===== src/rtl/req_ack_latency_monitor_if.sv =====
// Handshake bundle for req_ack_latency_monitor.
// The master side owns the per-channel req/ack levels.
// The slave side is the monitor, which reports verdicts, counters and captured latencies.
interface req_ack_latency_monitor_if #(
    parameter int NUM_CH = 4,
    parameter int LAT_W  = 8,
    parameter int CNT_W  = 16
);
    logic [NUM_CH-1:0]       req;
    logic [NUM_CH-1:0]       ack;
    logic [NUM_CH-1:0]       pass_pulse;
    logic [NUM_CH-1:0]       fail_pulse;
    logic [2*NUM_CH-1:0]     fail_code;
    logic [CNT_W-1:0]        pass_cnt;
    logic [CNT_W-1:0]        fail_cnt;
    logic [LAT_W*NUM_CH-1:0] last_lat;

    modport master (
        output req, ack,
        input  pass_pulse, fail_pulse, fail_code, pass_cnt, fail_cnt, last_lat
    );

    modport slave (
        input  req, ack,
        output pass_pulse, fail_pulse, fail_code, pass_cnt, fail_cnt, last_lat
    );
endinterface


===== src/rtl/req_ack_latency_monitor.sv =====
// Multi-channel REQ->ACK latency monitor.
// Each channel measures the number of clock edges from a sampled req rise to a sampled ack rise.
// It judges that latency against the window [MIN_LAT, MAX_LAT].
// Each verdict is a one-cycle pass or fail pulse with a fail code:
//   1 = early, 2 = late/timeout, 3 = protocol (ack without req, or overlapping req).
// pass_cnt and fail_cnt are saturating totals over all channels.
// Optional macro LAT_CAPTURE_EN adds per-channel last_lat capture registers.
// Without it, last_lat is tied to 0.
module req_ack_latency_monitor #(
    parameter int NUM_CH  = 4,
    parameter int MIN_LAT = 5,
    parameter int MAX_LAT = 5,
    parameter int LAT_W   = 8,
    parameter int CNT_W   = 16
) (
    input  logic                      clk,
    input  logic                      rst,
    req_ack_latency_monitor_if.slave  bus
);

    // Wide enough to add a full counter and a full-channel popcount without overflow.
    localparam int SUM_W = CNT_W + $clog2(NUM_CH + 1);
    localparam logic [SUM_W-1:0] CNT_MAX     = SUM_W'({CNT_W{1'b1}});
    localparam logic [LAT_W-1:0] MIN_L       = LAT_W'(MIN_LAT);
    localparam logic [LAT_W-1:0] TIMEOUT_LAT = LAT_W'(MAX_LAT + 1);

    typedef enum logic {IDLE, WAIT} state_t;

    state_t             state     [NUM_CH];
    state_t             state_nxt [NUM_CH];
    logic [LAT_W-1:0]   lat       [NUM_CH];
    logic [LAT_W-1:0]   lat_nxt   [NUM_CH];

    logic [NUM_CH-1:0]   req_q, ack_q;
    logic [NUM_CH-1:0]   rose_req, rose_ack;
    logic [NUM_CH-1:0]   pass_d, fail_d;
    logic [2*NUM_CH-1:0] code_d;

    logic [NUM_CH-1:0]   pass_r, fail_r;
    logic [2*NUM_CH-1:0] code_r;
    logic [CNT_W-1:0]    pass_total, fail_total;

    // Number of channels that reached a given verdict on this edge.
    function automatic logic [SUM_W-1:0] popcount(input logic [NUM_CH-1:0] v);
        logic [SUM_W-1:0] n;
        n = '0;
        for (int i = 0; i < NUM_CH; i++) begin
            n = n + SUM_W'(v[i]);
        end
        return n;
    endfunction

    // Adds in the wide domain, then clamps to the all-ones counter value instead of wrapping.
    function automatic logic [CNT_W-1:0] sat_add(input logic [CNT_W-1:0] cur,
                                                 input logic [SUM_W-1:0] inc);
        logic [SUM_W-1:0] sum;
        sum = SUM_W'(cur) + inc;
        if (sum > CNT_MAX) begin
            return {CNT_W{1'b1}};
        end
        return sum[CNT_W-1:0];
    endfunction

    assign rose_req = bus.req & ~req_q;
    assign rose_ack = bus.ack & ~ack_q;

    // Per-channel verdict and next-state decode. Ack judgement and timeout win over overlap reporting.
    always_comb begin
        pass_d = '0;
        fail_d = '0;
        code_d = '0;
        for (int i = 0; i < NUM_CH; i++) begin
            state_nxt[i] = state[i];
            lat_nxt[i]   = lat[i];
            case (state[i])
                IDLE: begin
                    if (rose_ack[i]) begin
                        fail_d[i]         = 1'b1;
                        code_d[2*i +: 2]  = 2'd3;
                    end
                    if (rose_req[i]) begin
                        state_nxt[i] = WAIT;
                        lat_nxt[i]   = LAT_W'(1);
                    end
                end
                WAIT: begin
                    if (rose_ack[i] || lat[i] == TIMEOUT_LAT) begin
                        if (lat[i] == TIMEOUT_LAT) begin
                            fail_d[i]        = 1'b1;
                            code_d[2*i +: 2] = 2'd2;
                        end else if (lat[i] < MIN_L) begin
                            fail_d[i]        = 1'b1;
                            code_d[2*i +: 2] = 2'd1;
                        end else begin
                            pass_d[i] = 1'b1;
                        end
                        // A req rising on the deciding edge starts a fresh measurement.
                        if (rose_req[i]) begin
                            lat_nxt[i] = LAT_W'(1);
                        end else begin
                            state_nxt[i] = IDLE;
                        end
                    end else if (rose_req[i]) begin
                        fail_d[i]        = 1'b1;
                        code_d[2*i +: 2] = 2'd3;
                        lat_nxt[i]       = LAT_W'(1);
                    end else begin
                        lat_nxt[i] = lat[i] + LAT_W'(1);
                    end
                end
                default: state_nxt[i] = IDLE;
            endcase
        end
    end

    // History, channel FSMs, registered verdict pulses and saturating totals.
    always_ff @(posedge clk or posedge rst) begin
        if (rst) begin
            req_q      <= '0;
            ack_q      <= '0;
            pass_r     <= '0;
            fail_r     <= '0;
            code_r     <= '0;
            pass_total <= '0;
            fail_total <= '0;
            for (int i = 0; i < NUM_CH; i++) begin
                state[i] <= IDLE;
                lat[i]   <= '0;
            end
        end else begin
            req_q      <= bus.req;
            ack_q      <= bus.ack;
            pass_r     <= pass_d;
            fail_r     <= fail_d;
            code_r     <= code_d;
            pass_total <= sat_add(pass_total, popcount(pass_d));
            fail_total <= sat_add(fail_total, popcount(fail_d));
            for (int i = 0; i < NUM_CH; i++) begin
                state[i] <= state_nxt[i];
                lat[i]   <= lat_nxt[i];
            end
        end
    end

    assign bus.pass_pulse = pass_r;
    assign bus.fail_pulse = fail_r;
    assign bus.fail_code  = code_r;
    assign bus.pass_cnt   = pass_total;
    assign bus.fail_cnt   = fail_total;

`ifdef LAT_CAPTURE_EN
    logic [LAT_W-1:0] cap [NUM_CH];

    // Latch the judged latency on pass/early; a timeout records MAX_LAT+1; protocol fails leave it alone.
    always_ff @(posedge clk or posedge rst) begin
        if (rst) begin
            for (int i = 0; i < NUM_CH; i++) begin
                cap[i] <= '0;
            end
        end else begin
            for (int i = 0; i < NUM_CH; i++) begin
                if (pass_d[i] || code_d[2*i +: 2] == 2'd1) begin
                    cap[i] <= lat[i];
                end else if (code_d[2*i +: 2] == 2'd2) begin
                    cap[i] <= TIMEOUT_LAT;
                end
            end
        end
    end

    for (genvar g = 0; g < NUM_CH; g++) begin : g_last_lat
        assign bus.last_lat[g*LAT_W +: LAT_W] = cap[g];
    end
`else
    assign bus.last_lat = '0;
`endif

endmodule


===== src/flat_wrapper.sv =====
// flat-port wrapper written by rule: the top's interface ports become plain ports
module req_ack_latency_monitor_flat 
#(
    parameter int NUM_CH  = 4,
    parameter int MIN_LAT = 5,
    parameter int MAX_LAT = 5,
    parameter int LAT_W   = 8,
    parameter int CNT_W   = 16
)
  (clk, rst, bus_req, bus_ack, bus_pass_pulse, bus_fail_pulse, bus_fail_code, bus_pass_cnt, bus_fail_cnt, bus_last_lat);
  req_ack_latency_monitor_if #(.NUM_CH(NUM_CH), .LAT_W(LAT_W), .CNT_W(CNT_W)) bus_i ();
  input  logic clk;
  input  logic rst;
  input wire logic [$bits(bus_i.req)-1:0] bus_req;
  input wire logic [$bits(bus_i.ack)-1:0] bus_ack;
  output wire logic [$bits(bus_i.pass_pulse)-1:0] bus_pass_pulse;
  output wire logic [$bits(bus_i.fail_pulse)-1:0] bus_fail_pulse;
  output wire logic [$bits(bus_i.fail_code)-1:0] bus_fail_code;
  output wire logic [$bits(bus_i.pass_cnt)-1:0] bus_pass_cnt;
  output wire logic [$bits(bus_i.fail_cnt)-1:0] bus_fail_cnt;
  output wire logic [$bits(bus_i.last_lat)-1:0] bus_last_lat;
  assign bus_i.req = bus_req;
  assign bus_i.ack = bus_ack;
  assign bus_pass_pulse = bus_i.pass_pulse;
  assign bus_fail_pulse = bus_i.fail_pulse;
  assign bus_fail_code = bus_i.fail_code;
  assign bus_pass_cnt = bus_i.pass_cnt;
  assign bus_fail_cnt = bus_i.fail_cnt;
  assign bus_last_lat = bus_i.last_lat;
  req_ack_latency_monitor #(.NUM_CH(NUM_CH), .MIN_LAT(MIN_LAT), .MAX_LAT(MAX_LAT), .LAT_W(LAT_W), .CNT_W(CNT_W)) u_core (.clk(clk), .rst(rst), .bus(bus_i));
endmodule

===== config.mk =====
export PLATFORM = sky130hd
export DESIGN_NAME = req_ack_latency_monitor_flat
export DESIGN_NICKNAME = d
export VERILOG_FILES = /design/src/rtl/req_ack_latency_monitor_if.sv /design/src/rtl/req_ack_latency_monitor.sv /design/src/flat_wrapper.sv
export SDC_FILE = /design/constraint.sdc
export NUM_CORES = 1
export LEC_CHECK = 0
export BUFFER_PORTS_ARGS = -buffer_cell sky130_fd_sc_hd__buf_4
export CORE_MARGIN = 2
export CORE_UTILIZATION = 45
export DETAILED_ROUTE_END_ITERATION = 10
export GPL_TIMING_DRIVEN = 0
export PLACE_DENSITY = 0.67
export SYNTH_ARGS = -nofsm -noshare
export SYNTH_HDL_FRONTEND = slang
export SYNTH_SLANG_ARGS = --single-unit

===== constraint.sdc =====
create_clock -name clk -period 5.11 [get_ports clk]
set_input_delay 0.2555 -clock clk [delete_from_list [all_inputs] [get_ports clk]]
set_output_delay 0.2555 -clock clk [all_outputs]
set_load 0.05 [all_outputs]

==> results_dict.tcl, run 1 <==
set metrics [dict create \
    critPathMaxFanout 10 \
    grt_pass1_vias 3577 \
    power_w 0.002489 \
    hp-class "in2async" \
    cts_tree "done" \
    intPower_w 0.001456 \
    p_leak_nw 2.959 \
    r2r_cells 14 \
    skew_ns 0.008762 \
    path_class "reg2reg" \
    yosysTopAreaCell "dfrtp_1" \
    max_freq_mhz 234.9 \
    finalNetCount 656 \
    grt_pass1_wl_microns 16950 \
    r2r_start "u_core.lat[16]" \
    fin_crit_ns 4.257 \
    cts_resized 0 \
    start_util_pct 46.17 \
    powerDensity_mw_per_mm2 411.0 \
    power_frac_clock_pct 20.7 \
    ys_seq_area_share_pct 46.00 \
    grt_max_degree 69 \
    fp.coreArea_sq_mm 0.01084 \
    slowest_stage "fa_1" \
    drive_gt1_share_pct 20.64 \
    ys_types 50 \
    yosysTopAreaCellShare_pct 46.00 \
    synth_seq_cells 92 \
    cts_root_buf "clkbuf_8" \
    comb_power_share_pct 39.3 \
    p_switching_w 0.001033 \
    drc 0 \
    num_vias 3903 \
    synth_edf_count 0 \
    grt_overflow 0 \
    clk_latency_ns 0.38 \
    synth_warnings 0 \
    run_status "finished clean" \
    syn_area_per_cell_sq_um 9.794 \
    htreeDepth 3 \
    initialDrtViolationCount 149 \
    diodes 0 \
    critPathMaxStageDelay_ns 0.49 \
    area_growth_pct 21.00 \
    cp_common_cell "ha_1" \
    wl_microns 10000 \
    regToRegEndpoint "u_core.bus.fail_cnt[12]" \
    yosys-top-cells-area "dfrtp_1 (46%), ha_1 (5.5%), buf_4 (4.8%)" \
    clockBufferDepth 2 \
    netlist_instances 511 \
    antenna_found_initial 0 \
    path_clk_slew_ns 0.09 \
    synth_top_flop_cell "dfrtp_1" \
    worstSetupStartpointType "register" \
    cts_buffers 9 \
    numClockSinks 92 \
    maxSlewHeadroom_pct 64.39 \
    synthArstFlopShare_pct 100.0 \
    dieArea_sq_mm 0.01198 \
    crit_arrival_ns 4.52 \
    setup_violations 0 \
    r2r_slack_ns 0.85 \
    die_h_microns 109.5 \
    groute.usage.overall_pct 18.00 \
    portBuffers 57 \
    ant_nets 0 \
    die_w_microns 109.5 \
    netlist_area_sq_mm 0.005005 \
    wl_per_cell_microns 13.07 \
    vias_per_cell 5.102 \
    dpl.hpwl_microns 7248 \
    gp_congestion 0.8178 \
    power_frac_seq_pct 40.0 \
    rsz0062_at_grt "false" \
    rows 38 \
    path_cells "inv_1, ha_1, nand4bb_1, or2_1, a311oi_1, ha_1, fa_1, ha_1, fa_1, a21o_1, and2_1, nand3_1, buf_2, nand2_1" \
    dr.pass1.iters 4 \
    finalMaxSlewViolations 0 \
    worstMarginPinSlew_ns 0.5310 \
    critPathRequiredTime_ns 5.37 \
    cap_violations 0 \
    fin_tns_setup_ns 0 \
    period_share_pct 83.32 \
    worst_setup_path_end_kind "register" \
    hold_viol 0 \
    io_pins 90 \
    switching_share_pct 41.49 \
    ir_drop_v 0.0003345 \
]
[synth_stat cells (6+ instances only)]
cell      number
ha_1          22
nand2_1       58
inv_1         25
or3_1         10
nand2b_1      16
xnor2_1       19
nor3_1         8
a31oi_1       13
and3_1        11
a21oi_1       35
nand3_1       18
nor2_1        15
nor2b_1       14
dfrtp_1       92
nand4_1       16
clkbuf_1       6
o21ai_0       28
buf_4         32
[registers in the layout, indices dropped and copies added (netlist names)]
name / cells
u_core.bus.fail_pulse: 4
u_core.bus.pass_cnt: 16
u_core.state: 4
u_core.bus.fail_cnt: 16
u_core.bus.fail_code: 8
u_core.req_q: 4
u_core.lat: 32
u_core.bus.pass_pulse: 4
u_core.ack_q: 4
[metal layers]
metal / share of wire, % / up-vias / wire [microns] / track usage (%)
met4: 1.6 / 0 / 163 / 6.781
met5: 0 / - / 0 / 0
li1: - / 1948 / - / -
met3: 4.0 / 11 / 398 / 3.320
met2: 47 / 73 / 4749 / 28.66
met1: 47 / 1871 / 4689 / 24.51
[final cells by class]
class	count	area (sq um)
Buffer	44	292.8
Clock buffer	11	151.4
Clock inverter	5	60.06
Fill cell	1004	4785
Inverter	25	96.34
Multi-Input combinational cell	381	2432
Sequential cell	92	2302
Tap cell	140	175.2
Timing Repair Buffer	67	545.5
[power groups by stage]
stage	logic [W]	clock network, W	registers [W]
6_report	0.000979	0.000516	0.000994
5_1_grt	0.00108	0.000562	0.00101
4_1_cts	0.000988	0.000530	0.000993
3_5_place_dp	0.000980	0	0.00101
3_3_place_gp	0.000947	0	0.00100
2_1_floorplan	0.000510	0	0.00122
[repair_timing]
| item | 4_1_cts | 5_1_grt |
|---|---|---|
| buffers inserted | 0 | 0 |
| endpoints found under the setup margin | 0 | 0 |
| endpoints found under the hold margin | 30 | 2 |
| hold buffers | 7 | 2 |
[stage by stage]
| stage | worst slack, ns | util (%) | hold WS (ns) | std cells | area, sq um |
|---|---|---|---|---|---|
| finish | 0.8526 | 55.86 | 0.4102 | 765 | 6056 |
| global route | 0.6129 | 55.86 | 0.4434 | 765 | 6056 |
| global placement | 0.9210 | 52.80 | 0.3795 | 739 | 5724 |
| CTS | 0.8673 | 55.68 | 0.001105 | 763 | 6036 |
| floorplan | 1.462 | - | 0.2869 | 542 | 5121 |
| detailed placement | 0.9003 | 53.08 | 0.2597 | 740 | 5754 |
[layout by cell type, fill, tap and decap left out, types with 3 or more instances in the layout]
master	instances
nor3_1	8
xor2_1	4
a211o_1	3
a211oi_1	4
a41oi_1	3
o22ai_1	3
nand4bb_1	4
or3_4	3
conb_1	32
or3_1	10
dlygate4sd3_1	9
a31oi_1	13
o21ai_0	28
buf_4	89
and3_1	11
nand3_1	18
nor2b_1	14
clkbuf_8	11
nand4b_1	3
fa_1	4
clkbuf_1	6
xnor2_1	19
and4_1	3
a21oi_1	35
inv_1	24
buf_2	5
nand2_1	58
nand4_1	16
ha_1	22
and2_1	4
nand2b_1	16
a21boi_0	3
dfrtp_1	92
nor2_1	15
mux2i_1	4
o211ai_2	4
[cells by family after synthesis]
kind of cell	count (synthesis)	share of synthesized area (%)
AO/OA/AOI/OAI	102	12.58
XOR/XNOR	23	4.025
adder cells (fa/ha/maj)	26	7.100
buffers and inverters	69	7.725
flip-flops	92	46.00
multiplexers	5	1.025
other	1	0.07493
AND/OR/NAND/NOR	193	21.48
[how the worst max path moves through the flow]
| stage | endpoint | startpoint | cells past startpoint |
|---|---|---|---|
| 2_1_floorplan | u_core.bus.fail_cnt[10] | u_core.lat[16] | 14 |
| 3_3_place_gp | u_core.bus.fail_cnt[11] | u_core.lat[16] | 14 |
| 3_5_place_dp | u_core.bus.fail_cnt[9] | u_core.lat[16] | 14 |
| 4_1_cts | u_core.bus.fail_cnt[12] | u_core.lat[16] | 14 |
| 5_1_grt | u_core.bus.fail_cnt[12] | u_core.lat[16] | 14 |
| 6_report | u_core.bus.fail_cnt[12] | u_core.lat[16] | 14 |
[worst max-delay path: cells and delay by family, from the launching register on]
kind,cells,cell delay (ns)
buf+inv,2,0.38
compound gates,2,0.72
simple gates,5,0.95
flops,1,0.40
fa+ha+maj,5,1.69
Power figures use the tool's default switching activity.
==> run 2: changes to the inputs <==
--- a/config.mk
+++ b/config.mk
@@ -10,7 +10,7 @@
 export CORE_UTILIZATION = 45
 export DETAILED_ROUTE_END_ITERATION = 10
 export GPL_TIMING_DRIVEN = 0
-export PLACE_DENSITY = 0.67
+export PLACE_DENSITY = 0.69
 export SYNTH_ARGS = -nofsm -noshare
 export SYNTH_HDL_FRONTEND = slang
 export SYNTH_SLANG_ARGS = --single-unit
==> constraint.sdc (replaced) <==
create_clock -name clk -period 3.8 [get_ports clk]
set_input_delay 0.19 -clock clk [delete_from_list [all_inputs] [get_ports clk]]
set_output_delay 0.19 -clock clk [all_outputs]
set_load 0.05 [all_outputs]
==> run 2 against run 1 <==
  * Flip-flop and latch count stayed put
  * Sequential power increased by 35%
  * Combinational power is 43% higher
  * Count of clock-buffer cells in the layout is 1 lower
  * Highest routed layer unchanged
  * Core utilization up 1.8 points
  * Wire length rose by 2.8%
  * Critical path depth fell by 2
  * Hold slack got worse by 0.050 ns
  * Final cell count grew 2.0%
  * Worst setup slack lost 0.70 ns
  * First-iteration DRC count is 1.3% higher
  * Non-clock buffer count is 15 higher
==> results_dict.tcl, run 2 (same netlist as run 1, synthesis figures left out) <==
set metrics [dict create \
    wl_per_cell_microns 13.18 \
    max_freq_mhz 274.1 \
    p_switching_w 0.001429 \
    cts_root_buf "clkbuf_8" \
    worstSetupStartpointType "register" \
    die_w_microns 109.5 \
    crit_arrival_ns 3.90 \
    ant_nets 0 \
    final_cells 780 \
    grt_pass1_wl_microns 17230 \
    drc 0 \
    layout.cells.most_common "buf_4" \
    fin_crit_ns 3.648 \
    io_pins 90 \
    numClockSinks 92 \
    die_h_microns 109.5 \
    cap_violations 0 \
    hold_viol 0 \
    dpl.hpwl_microns 7313 \
    powerDensity_mw_per_mm2 542.8 \
    vias_per_cell 5.087 \
    power_w 0.003395 \
    grt_pass1_vias 3733 \
    path_class "reg2reg" \
    rows 38 \
    portBuffers 57 \
    run_status "finished clean" \
    layout_common_cells "buf_4 (105), dfrtp_1 (92), nand2_1 (58)" \
    finalMaxSlewViolations 0 \
    diodes 0 \
    area_growth_pct 24.98 \
    dieArea_sq_mm 0.01198 \
    wl_microns 10280 \
    grt_overflow 0 \
    start_util_pct 46.17 \
    p_leak_nw 3.031 \
    r2r_start "u_core.lat[30]" \
    comb_power_share_pct 41.3 \
    worstMarginPinSlew_ns 0.5030 \
    cts_buffers 9 \
    worst_setup_path_end_kind "register" \
    ir_drop_v 0.0003241 \
    setup_violations 0 \
    fillerInstances 976 \
    maxSlewHeadroom_pct 66.47 \
    fin_tns_setup_ns 0 \
    finalNetCount 671 \
    clockBufferDepth 2 \
    initialDrtViolationCount 151 \
    critPathRequiredTime_ns 4.06 \
    groute.usage.overall_pct 18.33 \
    power_frac_clock_pct 19.4 \
    htreeDepth 3 \
    fin_hold_ws_ns 0.3606 \
    antenna_found_initial 0 \
    gp_congestion 0.8715 \
    skew_ns 0.01252 \
    intPower_w 0.001966 \
    grt_max_degree 65 \
    drive_gt1_share_pct 24.22 \
    largest-register "u_core.lat" \
    largest_reg_flops 32 \
    place_inst 740 \
    fin_util_pct 57.70 \
    critPathMaxFanout 5 \
    switching_share_pct 42.10 \
    cts_tree "done" \
    fp.coreArea_sq_mm 0.01084 \
    period_share_pct 96.01 \
    path_clk_slew_ns 0.09 \
    power_frac_seq_pct 39.4 \
    clk_latency_ns 0.37 \
    hp-class "in2async" \
    dr.pass1.iters 4 \
    num_vias 3968 \
    cp-startpoint "u_core.lat[30]" \
]
## run 2: cell count changes in the layout (fill, tap and decap cells not counted), sizes merged
cell,before,now
clkinv,3,2
buf,95,110
inv,25,26
clkbuf,18,17
clkinvlp,1,2
## run 2: routing by layer
layer / GRT usage, % / wire length, microns
met1: 24.86 / 4806
met2: 29.50 / 4803
met3: 2.845 / 493
met4: 7.324 / 176
met5: 0 / 0
## run 2: final cells by class
class	count	area, sq um	area share [%]
multi-input combinational	381	2530	40.45
clock inverter	6	63.81	1.020
clock buffer	10	127.6	2.040
inverter	25	96.34	1.540
sequential	92	2302	36.81
buffer	44	301.5	4.821
timing repair buffer	82	658.1	10.52
tap	140	175.2	2.801
## run 2: final timing paths
kind	to	slack, ns	cells after the start
max	u_core.bus.fail_cnt[6]	0.15	12
min	u_core.req_q[0]	0.36	3
max reg2reg	u_core.bus.fail_cnt[6]	0.15	12
min reg2reg	u_core.lat[15]	0.56	2
max in group asynchronous	u_core.lat[0]	2.81	4
min in group clk	u_core.ack_q[3]	0.48	2
## run 2: worst max-delay path: stages, from the launching register on
cell	delay, ns
dfrtp_1	0.40
or3_4	0.42
nor3_4	0.23
nand3_2	0.14
a311oi_4	0.28
ha_1	0.32
fa_1	0.50
ha_2	0.21
fa_2	0.35
a21o_1	0.22
buf_4	0.16
a41oi_1	0.21
o21ai_1	0.09
## run 2: through the flow
step / setup slack, ns / instance area [sq um]
finish: 0.1515 / 6255
global route: -0.008084 / 6255
CTS: 0.002777 / 6132
detailed placement: -0.4053 / 5754
global placement: -0.3728 / 5724
floorplan: 0.1519 / 5121
## run 2: repair_timing
item / in CTS / in global routing
pin swaps: 6 / 10
hold endpoints to repair: 36 / 0
setup endpoints to repair: 31 / 29
resized for setup: 14 / 10
setup buffers: 5 / 9
hold buffers: 9 / 0
cloned: 0 / 1
## run 2: power groups by stage
stage	registers, W	clock network, W	logic [W]
2_1_floorplan	0.00163	0	0.000686
3_3_place_gp	0.00135	0	0.00128
3_5_place_dp	0.00135	0	0.00132
4_1_cts	0.00134	0.000674	0.00137
5_1_grt	0.00137	0.000716	0.00154
6_report	0.00134	0.000658	0.00140
==> run 3: changes to the inputs <==
--- a/config.mk
+++ b/config.mk
@@ -11,6 +11,8 @@
 export DETAILED_ROUTE_END_ITERATION = 10
 export GPL_TIMING_DRIVEN = 0
 export PLACE_DENSITY = 0.69
+export SETUP_SLACK_MARGIN = 0.2
+export SKIP_CTS_REPAIR_TIMING = 1
 export SYNTH_ARGS = -nofsm -noshare
 export SYNTH_HDL_FRONTEND = slang
 export SYNTH_SLANG_ARGS = --single-unit
==> run 3 against run 2 <==
  * Core utilization grew 1.9 points
  * Non-clock buffer count grew 8
  * Clock skew shrank 0.0044 ns
  * Sequential power is essentially flat
  * Combinational power is essentially flat
  * Flip-flop and latch count is the same
  * Sequential share of layout area shrank 1.2 points
  * Clock power shrank 6.8%
  * Fmax shrank 3.7%
  * Die area is the same
  * Largest cell class unchanged
==> results_dict.tcl, run 3 (same netlist as run 1, synthesis figures left out) <==
set metrics [dict create \
    run_status "finished clean" \
    fin_util_pct 59.60 \
    drive_gt1_share_pct 28.70 \
    grt_pass1_vias 3516 \
    largest_reg_flops 32 \
    clockBufferDepth 2 \
    worstMarginPinSlew_ns 0.5150 \
    worstSetupStartpointType "register" \
    groute.usage.overall_pct 17.26 \
    vias_per_cell 5.082 \
    ir_drop_v 0.0003931 \
    rows 38 \
    wl_per_cell_microns 13.53 \
    cap_violations 0 \
    intPower_w 0.001949 \
    max_freq_mhz 263.8 \
    fillerInstances 908 \
    critPathRequiredTime_ns 4.06 \
    r2r_slack_ns 0.01 \
    maxSlewHeadroom_pct 65.67 \
    layout.cells.most_common "buf_4" \
    portBuffers 57 \
    numClockSinks 92 \
    power_frac_seq_pct 39.9 \
    num_vias 4005 \
    die_w_microns 109.5 \
    cts_tree "done" \
    hold_viol 0 \
    fin_tns_setup_ns 0 \
    regToRegEndpoint "u_core.bus.fail_cnt[11]" \
    start_util_pct 46.17 \
    grt_overflow 0 \
    setup_violations 0 \
    io_pins 90 \
    crit_arrival_ns 4.05 \
    finalMaxSlewViolations 0 \
    diodes 0 \
    critPathMaxFanout 6 \
    dieArea_sq_mm 0.01198 \
    path_clk_slew_ns 0.09 \
    antenna_found_initial 0 \
    cts_root_buf "clkbuf_8" \
    area_growth_pct 29.10 \
    p_switching_w 0.001424 \
    power_frac_clock_pct 18.2 \
    fin_crit_ns 3.790 \
    initialDrtViolationCount 128 \
    layout_common_cells "buf_4 (104), dfrtp_1 (92), nand2_1 (44)" \
    htreeDepth 3 \
    switching_share_pct 42.22 \
    gp_congestion 0.8780 \
    path_class "reg2reg" \
    p_leak_nw 3.104 \
    r2r_start "u_core.lat[31]" \
    worst_setup_path_end_kind "register" \
    hp-class "in2async" \
    clk_latency_ns 0.36 \
    rsz0062_at_grt "true" \
    drc 0 \
    power_w 0.003372 \
    skew_ns 0.008145 \
    r2r_cells 13 \
    cp-startpoint "u_core.lat[31]" \
    finalNetCount 679 \
    fp.coreArea_sq_mm 0.01084 \
    dr.pass1.iters 4 \
    cts_buffers 9 \
    ant_nets 0 \
    largest-register "u_core.lat" \
    die_h_microns 109.5 \
    grt_max_degree 56 \
    dpl.hpwl_microns 7307 \
    period_share_pct 99.74 \
    grt_pass1_wl_microns 16240 \
    wl_microns 10660 \
    comb_power_share_pct 41.9 \
    powerDensity_mw_per_mm2 521.9 \
]
-- run 3: cell count changes in the layout (fill, tap and decap cells not counted), sizes merged --
cell,before,now
buf,110,117
clkbuf,17,21
bufinv,1,0
clkinvlp,2,1
inv,26,25
-- run 3: critical path, stage by stage, from the launching register on --
cell	delay (ns)
dfrtp_1	0.40
or3_4	0.41
nor3_4	0.34
nand3_2	0.16
a311oi_4	0.34
ha_1	0.30
fa_1	0.46
ha_2	0.21
fa_2	0.34
a21o_1	0.22
and2_4	0.18
nand3_4	0.13
clkbuf_16	0.16
nand2_1	0.05
-- run 3: power by group through the flow --
| stage | logic, W | registers (W) | clock network [W] |
|---|---|---|---|
| 6_report | 0.00141 | 0.00135 | 0.000613 |
| 3_3_place_gp | 0.00127 | 0.00135 | 0 |
| 4_1_cts | 0.00131 | 0.00134 | 0.000639 |
| 3_5_place_dp | 0.00131 | 0.00136 | 0 |
| 5_1_grt | 0.00154 | 0.00137 | 0.000679 |
| 2_1_floorplan | 0.000688 | 0.00163 | 0 |
-- run 3: metal layers --
| metal | track usage (%) | part of all wire [%] |
|---|---|---|
| met1 | 22.95 | 45 |
| met2 | 27.65 | 49 |
| met4 | 8.228 | 1.7 |
| met3 | 2.667 | 3.5 |
| met5 | 0 | 0 |
-- run 3: final cells by class --
cell class	instances	area, sq um	share of cell area, %
plain buffers	44	309.0	4.783
flip-flops and latches	92	2302	35.63
inverters	25	96.34	1.491
clock inverters	3	21.27	0.3292
repair buffers	90	770.7	11.93
multi-input cells	381	2628	40.67
well taps	140	175.2	2.711
clock buffers	13	158.9	2.459
-- run 3: how the worst max path moves through the flow --
stage	endpoint	slack, ns	depth (start not counted)
floorplan	u_core.bus.fail_cnt[3]	0.21	13
global placement	u_core.bus.pass_cnt[11]	-0.31	16
detailed placement	u_core.bus.fail_cnt[5]	-0.40	15
CTS	u_core.bus.fail_cnt[11]	-0.40	15
global route	u_core.bus.fail_cnt[11]	-0.14	13
finish	u_core.bus.fail_cnt[11]	0.01	13
-- run 3: per-stage QoR --
step	instance area, sq um	cells	hold WS, ns	worst slack (ns)
after floorplan	5130	542	0.2214	0.2128
after global placement	5733	739	0.3138	-0.3125
after detailed placement	5763	740	0.2703	-0.4014
after CTS	5943	756	-0.1363	-0.4030
after global routing	6461	788	0.4787	-0.1357
final	6461	788	0.4254	0.009761
